File: src/rtl/tinycpu_pkg.sv
// Shared widths and fetch FSM encoding for the tinycpu datapath blocks.
// The PC and controller use the same widths.
package tinycpu_pkg;

    localparam int ADDR_W  = 16;
    localparam int INSTR_W = 16;
    localparam int OPC_W   = 4;

    localparam logic [1:0] ST_IDLE = 2'd0;
    localparam logic [1:0] ST_REQ  = 2'd1;
    localparam logic [1:0] ST_DONE = 2'd2;
    localparam logic [1:0] ST_ERR  = 2'd3;

    typedef enum logic [1:0] {
        IDLE = ST_IDLE,
        REQ  = ST_REQ,
        DONE = ST_DONE,
        ERR  = ST_ERR
    } fetch_state_t;

endpackage

File: src/rtl/fetch_timer.sv
// Counts REQ cycles without a memory ack.
// The expired output is asserted on the last cycle that is allowed.
module fetch_timer #(
    parameter int TIMEOUT = 15
) (
    input  logic clk,
    input  logic rst,
    input  logic clear,
    input  logic inc,
    output logic expired
);

    localparam int CNT_W = $clog2(TIMEOUT + 1);

    logic [CNT_W-1:0] cnt;

    always_ff @(posedge clk) begin
        if (!rst) begin
            cnt <= '0;
        end else if (clear) begin
            cnt <= '0;
        end else if (inc) begin
            cnt <= cnt + CNT_W'(1);
        end
    end

    // REQ leaves at TIMEOUT-1, so cnt never reaches the wrap point.
    assign expired = (cnt == CNT_W'(TIMEOUT - 1));

endmodule

File: src/rtl/ir_fetch.sv
// Instruction fetch stage: performs a req/ack read of program memory at pc_in,
// latches the word into the IR and splits it into opcode and offset fields.
module ir_fetch #(
    parameter int ADDR_W  = tinycpu_pkg::ADDR_W,
    parameter int INSTR_W = tinycpu_pkg::INSTR_W,
    parameter int OPC_W   = tinycpu_pkg::OPC_W,
    parameter int TIMEOUT = 15
) (
    input  logic               clk,
    input  logic               rst,
    input  logic               fetch_start,
    input  logic               flush,
    input  logic [ADDR_W-1:0]  pc_in,
    output logic [ADDR_W-1:0]  mem_addr,
    output logic               mem_rd,
    input  logic               mem_ack,
    input  logic [INSTR_W-1:0] mem_rdata,
    output logic [INSTR_W-1:0] ir_out,
    output logic [OPC_W-1:0]   opcode,
    output logic [7:0]         offset_addr,
    output logic               ir_valid,
    output logic               pc_inc,
    output logic               busy,
    output logic               fetch_err
);

    import tinycpu_pkg::*;

    fetch_state_t        state;
    logic [ADDR_W-1:0]   addr_q;
    logic                expired;
    logic                timer_clear;
    logic                timer_inc;

    assign timer_clear = (state == IDLE);
    assign timer_inc   = (state == REQ) && !flush && !mem_ack && !expired;

    fetch_timer #(
        .TIMEOUT (TIMEOUT)
    ) u_timer (
        .clk     (clk),
        .rst     (rst),
        .clear   (timer_clear),
        .inc     (timer_inc),
        .expired (expired)
    );

    always_ff @(posedge clk) begin
        if (!rst) begin
            state     <= IDLE;
            addr_q    <= '0;
            ir_out    <= '0;
            fetch_err <= 1'b0;
        end else begin
            case (state)
                IDLE: begin
                    if (fetch_start && !flush) begin
                        addr_q    <= pc_in;
                        fetch_err <= 1'b0;
                        state     <= REQ;
                    end
                end
                REQ: begin
                    // A flush wins over a same-cycle ack: the word belongs to the abandoned path.
                    if (flush) begin
                        state <= IDLE;
                    end else if (mem_ack) begin
                        ir_out <= mem_rdata;
                        state  <= DONE;
                    end else if (expired) begin
                        fetch_err <= 1'b1;
                        state     <= ERR;
                    end
                end
                DONE:    state <= IDLE;
                ERR:     state <= IDLE;
                default: state <= IDLE;
            endcase
        end
    end

    // Outputs decode from registers only, so no input reaches them combinationally.
    assign mem_addr    = addr_q;
    assign mem_rd      = (state == REQ);
    assign ir_valid    = (state == DONE);
    assign pc_inc      = (state == DONE);
    assign busy        = (state != IDLE);
    assign opcode      = ir_out[INSTR_W-1 -: OPC_W];
    assign offset_addr = ir_out[7:0];

endmodule
File: config.mk
export PLATFORM = sky130hd
export DESIGN_NAME = ir_fetch
export DESIGN_NICKNAME = d
export VERILOG_FILES = /design/src/rtl/tinycpu_pkg.sv /design/src/rtl/fetch_timer.sv /design/src/rtl/ir_fetch.sv
export SDC_FILE = /design/constraint.sdc
export NUM_CORES = 1
export LEC_CHECK = 0
export CORE_ASPECT_RATIO = 0.9
export CORE_UTILIZATION = 39
export DETAILED_ROUTE_END_ITERATION = 10
export PLACE_DENSITY = 0.75
export RECOVER_POWER = 50
export SETUP_SLACK_MARGIN = 0.02
export SYNTH_ARGS = -nofsm -noshare
export SYNTH_HDL_FRONTEND = slang
export SYNTH_SLANG_ARGS = --single-unit
File: constraint.sdc
create_clock -name clk -period 1.65 [get_ports clk]
set_input_delay 0.4125 -clock clk [delete_from_list [all_inputs] [get_ports clk]]
set_output_delay 0.4125 -clock clk [all_outputs]
set_load 0.03 [all_outputs]
# After elaboration in Yosys (flattened, before gate mapping)

Index checks and enable logic that the tools add are counted.

Output and inout bits: 49
Logic and storage cells: 43
Flip-flop bits (word level): 39
Bits of input ports: 37

Mux-type cells: 10
Eq/ne operators: 9
Bitwise gates (word level): 2
$add $sub $neg: 1
Reductions and logical operators: 16

Operators with widths:

| cell                                                | number |
|---|---|
| 2-to-1 mux 2 bit                                    | 4 |
| case mux 2 bit (3 select lines)                     | 1 |
| AND reduction 5 bit                                 | 1 |
| adder 4 x 1 -> 4 bit, second input constant         | 1 |
| equality test 2 bit, second input constant          | 2 |
| equality test 4 bit, second input constant          | 1 |
| logical AND 1 bit                                   | 4 |
| 2-to-1 mux 1 bit                                    | 4 |
| != test 2 x 1 -> 1 bit, second input constant       | 2 |
| != test 2 bit, second input constant                | 2 |
| != test 4 x 2 -> 1 bit, second input constant       | 1 |
| AND reduction 2 bit                                 | 2 |
| nonzero test 2 bit                                  | 2 |
| OR reduction 2 bit                                  | 2 |
| logical NOT 1 bit                                   | 3 |
| AND reduction 3 bit                                 | 1 |
| equality test 2 x 1 -> 1 bit, second input constant | 1 |
| logical NOT 2 bit                                   | 1 |
| NOT 1 bit                                           | 2 |
| case mux 1 bit (2 select lines)                     | 1 |

# Longest topological paths before layout

Word-level depth: 5
Mapped depth: 5
Mapped depth without buffers: 5

# By module

A second synthesis with hierarchy kept.

Cell total of the unflattened synthesis: 190
Area, all modules: 1752.9 um^2

Modules (own cells, without submodules):

| module      | seq. area each (um^2) | area an instance (um^2) | cells each | instances |
|---|---|---|---|---|
| ir_fetch    | 700.7                 | 1552.7                  | 170        | 1 |
| fetch_timer | 80.1                  | 200.2                   | 20         | 1 |

# Least setup slack after synthesis

OpenSTA, ideal clock, no wires.

Path type: flip-flop to output port
From: reg state[1]
To: out pc_inc
Stages on the path, launching flop included: 3
Required time: 1.237 ns
Arrival: 1.213 ns
Slack: 0.025 ns
Buffers on the path: 1
Cells stage by stage: dfxtp_1 nor2b_1 buf_4

Longest elaborated chain between the ends: 1

RTL lines:

| element                | line           | source |
|---|---|---|
| start, declared        | ir_fetch.sv:29 | `fetch_state_t state;` |
| start signal, assigned | ir_fetch.sv:50 | `state <= IDLE;` |
| start signal, assigned | ir_fetch.sv:60 | `state <= REQ;` |
| start signal, assigned | ir_fetch.sv:66 | `state <= IDLE;` |
| equality test 2 bit    | --             |  |
| end, declared          | ir_fetch.sv:22 | `output logic pc_inc,` |

Every way passes these cells.

# Worst setup path in the final report

From: reg state[0]
To: out busy

Longest elaborated chain between the ends: 1

RTL lines:

| element            | line           | source |
|---|---|---|
| nonzero test 2 bit | ir_fetch.sv:87 | `assign busy = (state != IDLE);` |
| end, declared      | ir_fetch.sv:23 | `output logic busy,` |

Every way passes these cells.

==> impl_results.rst <==
.. list-table::
   :header-rows: 1

   * - Metric
     - Value
   * - Max H-tree Level
     - 2
   * - Max-slew violations
     - 0
   * - Top_reg_cell synth
     - dfxtp_1
   * - Top cells by area, synth
     - dfxtp_1 48%, nand2_1 15%, a21boi_0 14%
   * - Hold EP
     - mem_addr[15]$_SDFFE_PN0P_
   * - Unrepaired setup endpoints after global routing
     - true
   * - Total Power Consumption
     - 2216 µW
   * - Vias after detailed routing
     - 1520
   * - Async set-reset flop share out of synthesis
     - 0
   * - Length in cells of the worst reg-to-reg path
     - 5
   * - Min cycle time layout
     - 1565 ps
   * - Most common library cells after synthesis
     - 67 x nand2_1, 39 x dfxtp_1, 30 x a21boi_0
   * - Max Cap Violations
     - 0
   * - Layout Area Growth over Synthesis
     - 59.60%
   * - Avg Vias per Cell
     - 4.735
   * - Period Utilization, post-route
     - 0.9485
   * - Setup total negative slack
     - 0 ps
   * - Number of synthesized flops with an enable pin
     - 0
   * - Library cell occupying the most area in the post-synthesis netlist
     - dfxtp_1
   * - Clock tree buffer depth
     - 2
   * - Mean routed wirelength per cell
     - 12.27 µm
   * - Placeable core region
     - 3862 µm²
   * - Buffer cell driving the clock tree root
     - clkbuf_8
   * - Rel. slew slack
     - 0.7794
   * - Worst hold path depth
     - 2
   * - Fraction of synthesized cell area taken by the top area cell type
     - 0.4756
   * - HPWL reported at the end of detailed placement
     - 2804 µm
   * - Pin slew with the least headroom to its limit
     - 332.2 ps
   * - Hold Fails Final Rpt
     - 0
   * - Buffers on Ports
     - 85
   * - Largest net degree at the start of global routing
     - 19
   * - Worst reg-to-reg setup slack
     - 250 ps
   * - Top achievable clock speed
     - 638.9 MHz
   * - Top-level I/O count
     - 86
   * - Total Routed Length
     - 3940 µm
   * - Maximum net fanout on the critical path
     - 7
   * - Global-route wire length before repair
     - 6548 µm
   * - Syn Std Cell Area
     - 1642 µm²
   * - Die height
     - 63.55 µm
   * - Critical path class
     - flop to output pin
   * - WP data arrival
     - 1150 ps
   * - Final instance area
     - 2620 µm²
   * - Die area
     - 4473 µm²
   * - Total grt overflow
     - 0
   * - Worst clock skew on the final layout
     - 8.928 ps
   * - Antenna Cells
     - 0
   * - Via count of the first global-routing pass
     - 1535
   * - Iter 0 DRT Violations
     - 79
   * - Drt drc
     - 0
   * - Net count of the finished layout
     - 313
   * - Number of routed nets with antenna violations
     - 0
   * - Antenna violations before repair
     - 0
   * - Total iterations of the first detailed-routing run
     - 4
   * - Cell Pwr Density
     - 845.7 nW/µm²
   * - CP endpoint kind
     - output pin
   * - Reg2reg end
     - state[1]$_SDFFE_PN0P_
   * - Layout cell share with drive strength beyond 1
     - 0.1127
   * - Synthesis-stage register bit count
     - 39
   * - Die Wd
     - 70.39 µm
   * - Leakage power
     - 0.001166 µW
   * - Clock net sink count
     - 39
   * - Clock-pin transition on the worst setup and hold timing paths
     - 80 ps
   * - Post-Syn Nets
     - 231
   * - Smallest hold slack
     - 460.6 ps
   * - Average size of a mapped cell
     - 8.550 µm²
   * - Peak supply drop
     - 558.9 µV
   * - Worst R2R Start
     - state[1]$_SDFFE_PN0P_
   * - TritonCTS clock tree
     - yes
   * - Util after Layout
     - 0.6783
   * - Tightest Hold Check Type
     - flop to flop
   * - TritonCTS Buffers
     - 5
   * - Latest clock arrival within the worst-skew pair
     - 290 ps
   * - Total routing usage reported by global routing
     - 0.1861
   * - Number of instances in the synthesized netlist
     - 192
   * - Final setup viols
     - 0
   * - Unique masters post-synth
     - 26
   * - Number of warnings reported in the yosys synthesis log
     - 0
   * - Result of the run
     - finished clean
   * - Area post-placement
     - 2509 µm²
   * - Initial Utilization
     - 0.4250
   * - Startpoint type of the worst setup path
     - flop
   * - Min-Delay Startpoint
     - mem_addr[15]$_SDFFE_PN0P_
   * - Critical path required time
     - 1240 ps
   * - Std-Cell Rows
     - 21
   * - Seq/Total Area, Yosys
     - 0.4756
   * - Number of buffers inserted for hold repair after clock tree synthesis
     - 0
   * - Routability congestion estimate
     - 0.7859
   * - Leading cell type by number of instances after synthesis
     - nand2_1
[state kept, by name (all words and copies together), names as in the netlist]
register / flops
ir_out: 16
mem_addr: 16
u_timer.cnt: 4
fetch_err: 1
state: 2
[metal layers]
metal | up-vias | GRT usage | part of all wire
li1 | 783 | - | -
met3 | 5 | 0.06240 | 0.064
met5 | - | 0 | 0
met2 | 46 | 0.3274 | 0.48
met4 | 0 | 0.06750 | 0.012
met1 | 686 | 0.2071 | 0.44
[critical path: stages (launching register included)]
cell and delay [ps]:
dfxtp_2 320, buf_4 150, or2_4 250, buf_6 140
[how the worst max path moves through the flow]
stage,startpoint,end,slack [ps],depth (start not counted)
2_1_floorplan,state[1]$_SDFFE_PN0P_,pc_inc,20,2
3_3_place_gp,mem_ack,u_timer.cnt[3]$_SDFFE_PP0P_,-290,4
3_5_place_dp,mem_ack,u_timer.cnt[3]$_SDFFE_PP0P_,-310,4
4_1_cts,mem_ack,u_timer.cnt[3]$_SDFFE_PP0P_,60,4
5_1_grt,state[1]$_SDFFE_PN0P_,pc_inc,20,3
6_report,state[0]$_SDFFE_PN0P_,busy,80,3
[kinds of logic (layout without fill, tap and decap cells)]
family | count (synthesis) | after routing | share of synthesized area
buffers and inverters | 25 | 108 | 0.08994
AOI/OAI and AO/OA | 42 | 42 | 0.1837
DFF | 39 | 39 | 0.4756
adders and majority gates | 2 | 2 | 0.01524
and+or+nand+nor | 84 | 84 | 0.2355
[metrics by stage]
step	setup slack, ps	std cells
2_1_floorplan	24.74	192
3_3_place_gp	-288.7	312
3_5_place_dp	-309.4	312
4_1_cts	61.69	320
5_1_grt	17.19	321
6_report	84.91	321
[area by class of cell]
| class | count | area, µm² |
|---|---|---|
| tap | 46 | 57.56 |
| inverter | 2 | 7.507 |
| sequential | 39 | 783.3 |
| clock inverter | 3 | 67.56 |
| multi-input combinational | 128 | 739.5 |
| fill | 354 | 1242 |
| clock buffer | 5 | 68.82 |
| timing repair buffer | 98 | 895.9 |
[placed cells by master (no fill, tap or decap), drive strengths merged, types with 2 or more instances in the layout]
cell type	count
a21boi	33
a21oi	5
buf	15
bufinv	2
clkbuf	7
clkdlybuf4s50	34
dfxtp	39
dlygate4sd2	46
ha	2
inv	2
nand2	67
nand3	3
nor2b	2
nor4b	2
o31ai	2
or3	2
or4b	2
[power by group]
part	switching, µW	leakage [µW]	total, µW	internal, µW
clock network	340	0.0000644	943	603
registers	11.7	0.000317	978	966
logic	143	0.000784	295	152
[timing repair]
| action | in CTS | in global routing |
|---|---|---|
| cloned | 0 | 1 |
| setup buffers | 0 | 0 |
| pin swaps | 2 | 3 |
| setup endpoints to repair | 47 | 13 |
| gates resized for setup | 50 | 9 |
(Power assumes the default switching activity.)
